`config.mk`:
```
export PLATFORM = sky130hd
export DESIGN_NAME = program_load_sequencer
export DESIGN_NICKNAME = d
export VERILOG_FILES = /design/src/rtl/program_load_sequencer.sv
export SDC_FILE = /design/constraint.sdc
export NUM_CORES = 1
export LEC_CHECK = 0
export BUFFER_PORTS_ARGS = -buffer_cell sky130_fd_sc_hd__buf_4
export CORE_ASPECT_RATIO = 1.75
export CORE_MARGIN = 3
export CORE_UTILIZATION = 40
export DETAILED_ROUTE_END_ITERATION = 16
export PLACE_DENSITY = 0.68
export SLEW_MARGIN = 20
export SYNTH_ARGS = -nofsm -noshare
export SYNTH_HDL_FRONTEND = slang
export SYNTH_SLANG_ARGS = --single-unit
```
`constraint.sdc`:
```
create_clock -name clk -period 7.1 [get_ports clk]
set_input_delay 1.065 -clock clk [delete_from_list [all_inputs] [get_ports clk]]
set_output_delay 1.065 -clock clk [all_outputs]
set_load 0.02 [all_outputs]
```
`src/rtl/program_load_sequencer.sv`:
```
// Program-memory port owner and boot sequencer: UART load, arm, run, done, reload.
// Optional RUN watchdog enabled by defining PROGRAM_LOAD_WATCHDOG_EN (adds wdog_fired).
module program_load_sequencer #(
  parameter int unsigned ADDR_W       = 32,
  parameter int unsigned MEM_BYTES    = 4096,
  parameter logic [15:0] START_MARKER = 16'h1111,
  parameter int unsigned CNT_W        = 16,
  parameter int unsigned WDOG_CYCLES  = 1000000
) (
  input  logic              clk,
  input  logic              reset,
  input  logic              uart_valid,
  input  logic [31:0]       uart_data,
  input  logic [ADDR_W-1:0] uart_addr,
  input  logic [ADDR_W-1:0] fetch_addr,
  input  logic              run_finished,
  output logic [ADDR_W-1:0] mem_addr,
  output logic              mem_we,
  output logic [31:0]       mem_wdata,
  output logic              run_flag,
  output logic [CNT_W-1:0]  load_count,
  output logic [2:0]        state,
`ifdef PROGRAM_LOAD_WATCHDOG_EN
  output logic              wdog_fired,
`endif
  output logic              load_error
);

  typedef enum logic [2:0] {
    StIdle = 3'd0,
    StLoad = 3'd1,
    StArm  = 3'd2,
    StRun  = 3'd3,
    StDone = 3'd4
  } state_e;

  localparam logic [ADDR_W-1:0] MemLimit = ADDR_W'(MEM_BYTES);

  state_e            state_q, state_d;
  logic              pend_we_q, pend_we_d;
  logic [ADDR_W-1:0] pend_addr_q, pend_addr_d;
  logic [31:0]       pend_data_q, pend_data_d;
  logic [CNT_W-1:0]  load_count_q, load_count_d;
  logic              load_error_q, load_error_d;

`ifdef PROGRAM_LOAD_WATCHDOG_EN
  localparam int unsigned WdogW = (WDOG_CYCLES > 1) ? $clog2(WDOG_CYCLES) : 1;
  logic [WdogW-1:0] wdog_cnt_q, wdog_cnt_d;
  logic             wdog_fired_q, wdog_fired_d;
`endif

  always_ff @(posedge clk or posedge reset) begin
    if (reset) begin
      state_q      <= StIdle;
      pend_we_q    <= 1'b0;
      pend_addr_q  <= '0;
      pend_data_q  <= '0;
      load_count_q <= '0;
      load_error_q <= 1'b0;
`ifdef PROGRAM_LOAD_WATCHDOG_EN
      wdog_cnt_q   <= '0;
      wdog_fired_q <= 1'b0;
`endif
    end else begin
      state_q      <= state_d;
      pend_we_q    <= pend_we_d;
      pend_addr_q  <= pend_addr_d;
      pend_data_q  <= pend_data_d;
      load_count_q <= load_count_d;
      load_error_q <= load_error_d;
`ifdef PROGRAM_LOAD_WATCHDOG_EN
      wdog_cnt_q   <= wdog_cnt_d;
      wdog_fired_q <= wdog_fired_d;
`endif
    end
  end

  always_comb begin
    state_d      = state_q;
    pend_we_d    = 1'b0;
    pend_addr_d  = pend_addr_q;
    pend_data_d  = pend_data_q;
    load_count_d = load_count_q;
    load_error_d = load_error_q;
`ifdef PROGRAM_LOAD_WATCHDOG_EN
    wdog_cnt_d   = wdog_cnt_q;
    wdog_fired_d = wdog_fired_q;
`endif
    unique case (state_q)
      StIdle, StLoad, StDone: begin
        if (uart_valid) begin
          // Entry from IDLE/DONE restarts the load bookkeeping before this word counts.
          if (state_q != StLoad) begin
            load_count_d = '0;
            load_error_d = 1'b0;
`ifdef PROGRAM_LOAD_WATCHDOG_EN
            wdog_fired_d = 1'b0;
`endif
          end
          state_d = StLoad;
          if (uart_data[15:0] == START_MARKER) begin
            state_d = StArm;
          end else if (uart_addr >= MemLimit) begin
            load_error_d = 1'b1;
          end else begin
            pend_we_d   = 1'b1;
            pend_addr_d = uart_addr;
            pend_data_d = uart_data;
            if (load_count_d != {CNT_W{1'b1}}) begin
              load_count_d = load_count_d + 1'b1;
            end
          end
        end
      end
      StArm: begin
        state_d = StRun;
        if (uart_valid) load_error_d = 1'b1;
`ifdef PROGRAM_LOAD_WATCHDOG_EN
        wdog_cnt_d = '0;
`endif
      end
      StRun: begin
        if (uart_valid) load_error_d = 1'b1;
        if (run_finished) begin
          state_d = StDone;
`ifdef PROGRAM_LOAD_WATCHDOG_EN
        end else if (wdog_cnt_q == WdogW'(WDOG_CYCLES - 1)) begin
          state_d      = StDone;
          load_error_d = 1'b1;
          wdog_fired_d = 1'b1;
        end else begin
          wdog_cnt_d = wdog_cnt_q + 1'b1;
`endif
        end
      end
      default: state_d = StIdle;
    endcase
  end

  always_comb begin
    mem_we     = pend_we_q;
    mem_addr   = pend_we_q ? pend_addr_q : fetch_addr;
    mem_wdata  = pend_data_q;
    run_flag   = (state_q == StRun);
    load_count = load_count_q;
    load_error = load_error_q;
    state      = state_q;
`ifdef PROGRAM_LOAD_WATCHDOG_EN
    wdog_fired = wdog_fired_q;
`endif
  end

endmodule

```
==> results list <==
- Status: complete, no violations
* Post-synthesis adder-cell area fraction: 0.3197%
- Post-layout util: 60.11%
* Minimum hold slack: 0.4945 ns
- Clock Path Buffers: 2
- Register-to-Register Setup Slack: 4.40 ns
- In this run the power spent charging and discharging nets is 0.2151 mW.
- Setup Buffers After CTS: 0
- The share of total power dissipated in the clock network is 46.0%.
* Compound-cell area share of the yosys netlist: 1.694%
- After technology mapping, the gate count stands at 312.
- Routed vias/inst: 5.077
- Leading cell type in the layout, fill and taps excluded: buf_4
* Fillers: 838
- Top cells by area in the synthesized netlist: dfrtp_1, mux2_2, xor2_1
- Cell internal power was estimated by the tool at 0.8533 mW.
- In the final timing run, aggregate negative setup slack is 0 ns.
- Worst endpoint data arrival time: 1.85 ns
- Footprint of the multi-input gates: 1704 um^2
- Category of the most critical setup path: flip-flop to output port
* Initial core utilization: 41.08%
* Count of H-tree levels built during CTS: 3
- Entering global routing, the biggest net connects 86 pins.
- Fraction of the yosys area taken by sequential cells: 54.35%
- Share of the synthesized netlist area taken by xor and xnor gates: 3.357%
* #FFs+latches synth: 85
* TritonRoute pass-1 iters: 4
- Final cycle utilization of the critical path: 41.06%
- Avg Synthesized Cell Area: 12.54 um^2
* Area added between synthesis and finish: 46.32%
- Wirelength, routed: 10,430 um
* Setup crit start kind: flip-flop
- Hold Fails Final Rpt: 0
- 0 antenna diodes ended up in the layout.
- Static Leak: 2.859 nW
* Share of cells above drive strength 1: 58.12%
- Achievable Freq: 0.3430 GHz
* Clock Skew: 0.009061 ns
- Initial antenna violation count: 0
* Sink Count: 85
- Leading cell types in the layout, fill and taps excluded: buf_4, dfrtp_1, mux2_2
- Dominant cell type by area after synthesis: dfrtp_1
- Cells after DPL: 606
- Die outline area: 11,050 um^2
* Placer's final routability congestion estimate: 0.8294
- CTS buffer count: 9
- Total power divided by cell area: 186.6 nW/um^2
* Share of synthesized area spent on multiplexers: 21.87%
- Net switching is 20.13% of the power.
* Hold Path Stages: 1
- After synthesis, the largest area contributor takes up 54.35% of total cell area.
- Insertion delay to the later sink of the worst-skew pair: 0.34 ns
* WP data required: 6.03 ns
- At the pin with the least slew margin, the transition time is 1.013 ns.
- Count of cells resized by post-cts repair: 0
- Iteration-0 DRC count of the detailed router: 128
- The die is 80.78 um wide.
* Highest net fanout along the worst path: 22
- Number of max-slew violations in the final report: 0
- The die is 136.9 um tall.
- The startpoint identified for the worst register-to-register timing path is state[1]$_DFFE_PP0P_.
- The detail route stage leaves a number of antenna-violating nets equal to 0.
- Net Count, Synth: 413
- The min-delay analysis places its worst path in the category flip-flop to flip-flop.
* Count of different cell masters after synthesis: 38
- After detailed routing, the average wire length per cell comes to 16.80 um.
- Once detailed placement completed, the half-perimeter wirelength came to 7863 um.
- Across all layers, the routed design uses 3,153 vias.
- The via count of the first global-routing pass was 3,158.
- Port buffer count: 185
- Hold wc startpoint: pend_addr_q[28]$_DFFE_PP0P_
* Count of synthesis-stage warnings from yosys: 0
- Global-route wire length before repair: 15,950 um
* Setup repair after global routing missed its margin: no
* Tightest slew margin relative to the limit: 31.99%
- Length in cells of the worst reg-to-reg path: 7
- After layout, the minimum clock period comes to 2.915 ns.
- Core Region: 9527 um^2
- The sequential cells in the finished layout cover a total of 2127 um^2.
- Gr usage total: 19.12%
* Non-filler cells in the finished layout: 621
- After the last flow step, the layout net total stands at 596.
* DRC violation count after routing: 0
* Combinational family with the most area after synthesis: multiplexers
- Setup crit end kind: output port
- The tool flagged a number of max-cap violations equal to 0.
- The placed instances occupy a cell area of 5408 um^2.
- The floorplan has 47 rows.
- For this run the aggregate overflow at the end of global routing stands at 0.
* Root buffer selected by CTS: clkbuf_16
- Clock input transition at the sequential cells of the worst setup and hold paths: 0.06 ns
- Share of synthesized cell area in and, or, nand and nor gates: 16.08%
- 186 I/O pins were placed.
- Maximum resistive drop on vdd: 0.1179 mV
- TritonCTS built the clock tree.
- The endpoint identified for the worst register-to-register timing path is load_count[13]$_DFFE_PP0P_.
* Setup-failing EPs final: 0
* Sequential share of power: 45.4%
* Hold buffer count at CTS: 0
- The path with the worst hold slack has its endpoint at pend_addr_q[28]$_DFFE_PP0P_.
- Combinational logic burns 8.6% of the power.
- Total standard cell area after synthesis: 3914 um^2
- Final Instance Area: 5727 um^2
## state kept, by name, indices dropped and copies added, names as in the netlist
register / count
mem_we: 1
mem_wdata: 32
pend_addr_q: 32
load_count: 16
state: 3
load_error: 1
## kinds of logic (layout without fill, tap and decap cells)
logic type / Yosys count / in the layout
flip-flops: 85 / 85
multiplexers: 76 / 76
XOR/XNOR: 15 / 15
AND/OR/NAND/NOR: 107 / 107
buffers and inverters: 19 / 206
adder cells (fa/ha/maj): 1 / 1
AO/OA/AOI/OAI: 9 / 9
## power groups by stage
| stage | registers, mW | clock network, mW | logic (mW) |
|---|---|---|---|
| 4_1_cts | 0.484 | 0.506 | 0.0937 |
| 5_1_grt | 0.484 | 0.531 | 0.0999 |
| 3_5_place_dp | 0.493 | 0 | 0.0935 |
| 2_1_floorplan | 0.493 | 0 | 0.0310 |
| 6_report | 0.485 | 0.491 | 0.0924 |
| 3_3_place_gp | 0.493 | 0 | 0.0923 |
## critical path: stages (launching register included)
cell and delay (ns):
dfrtp_1 0.60, buf_4 0.37, mux2_2 0.38, buf_4 0.16
## cells in the mapped netlist (all sizes together)
cell     instances
or3b             1
dfrtp           85
nand2           27
a21oi            3
buf             12
nor4             9
clkbuf           4
nor2b           20
a311oi           1
nand3b           1
a31oi            1
mux2            76
o21ai            1
nand2b           1
nor3             4
nor2             9
and3b            1
or2              2
nand4            9
and3             3
or3              1
ha               1
and4             1
and2             1
a2bb2oi          1
and4bb           1
nor3b            1
o22ai            1
nand3           11
a221o            1
inv              3
nor4b            4
xor2            15
## cell type report
type                            instances  area share, %
Multi-Input combinational cell        208          29.76
Inverter                                3         0.2185
Clock inverter                          4          1.267
Timing Repair Buffer                  188          24.71
Sequential cell                        85          37.14
Tap cell                              122          2.665
Clock buffer                           11          4.239
## metal layers
layer,vias up,share of wire (%),global-route usage [%]
met2,116,57,35.10
met4,0,1.6,7.143
met1,1559,35,20.98
met5,-,0,0
li1,1464,-,-
met3,14,6.3,4.348
## stage by stage
stage | setup slack (ns) | power, mW
floorplan | 3.842 | 0.5244
global placement | 3.962 | 0.5857
detailed placement | 3.902 | 0.5868
CTS | 4.148 | 1.084
global route | 4.089 | 1.115
finish | 4.185 | 1.068
## worst max-delay path by stage
stage                      from                          to  slack [ns]  cells after the start
3_5_place_dp      uart_addr[17]   mem_wdata[17]$_DFFE_PP0P_        3.90                      6
4_1_cts        mem_we$_DFF_PP0_                mem_addr[21]        4.15                      3
6_report       mem_we$_DFF_PP0_                mem_addr[21]        4.18                      3
2_1_floorplan             reset   load_count[0]$_DFFE_PP0P_        3.84                      1
3_3_place_gp      uart_addr[20]   mem_wdata[23]$_DFFE_PP0P_        3.96                      6
5_1_grt           uart_addr[20]  pend_addr_q[6]$_DFFE_PP0P_        4.09                      6
Note: power is estimated with default switching activity, not from simulation.
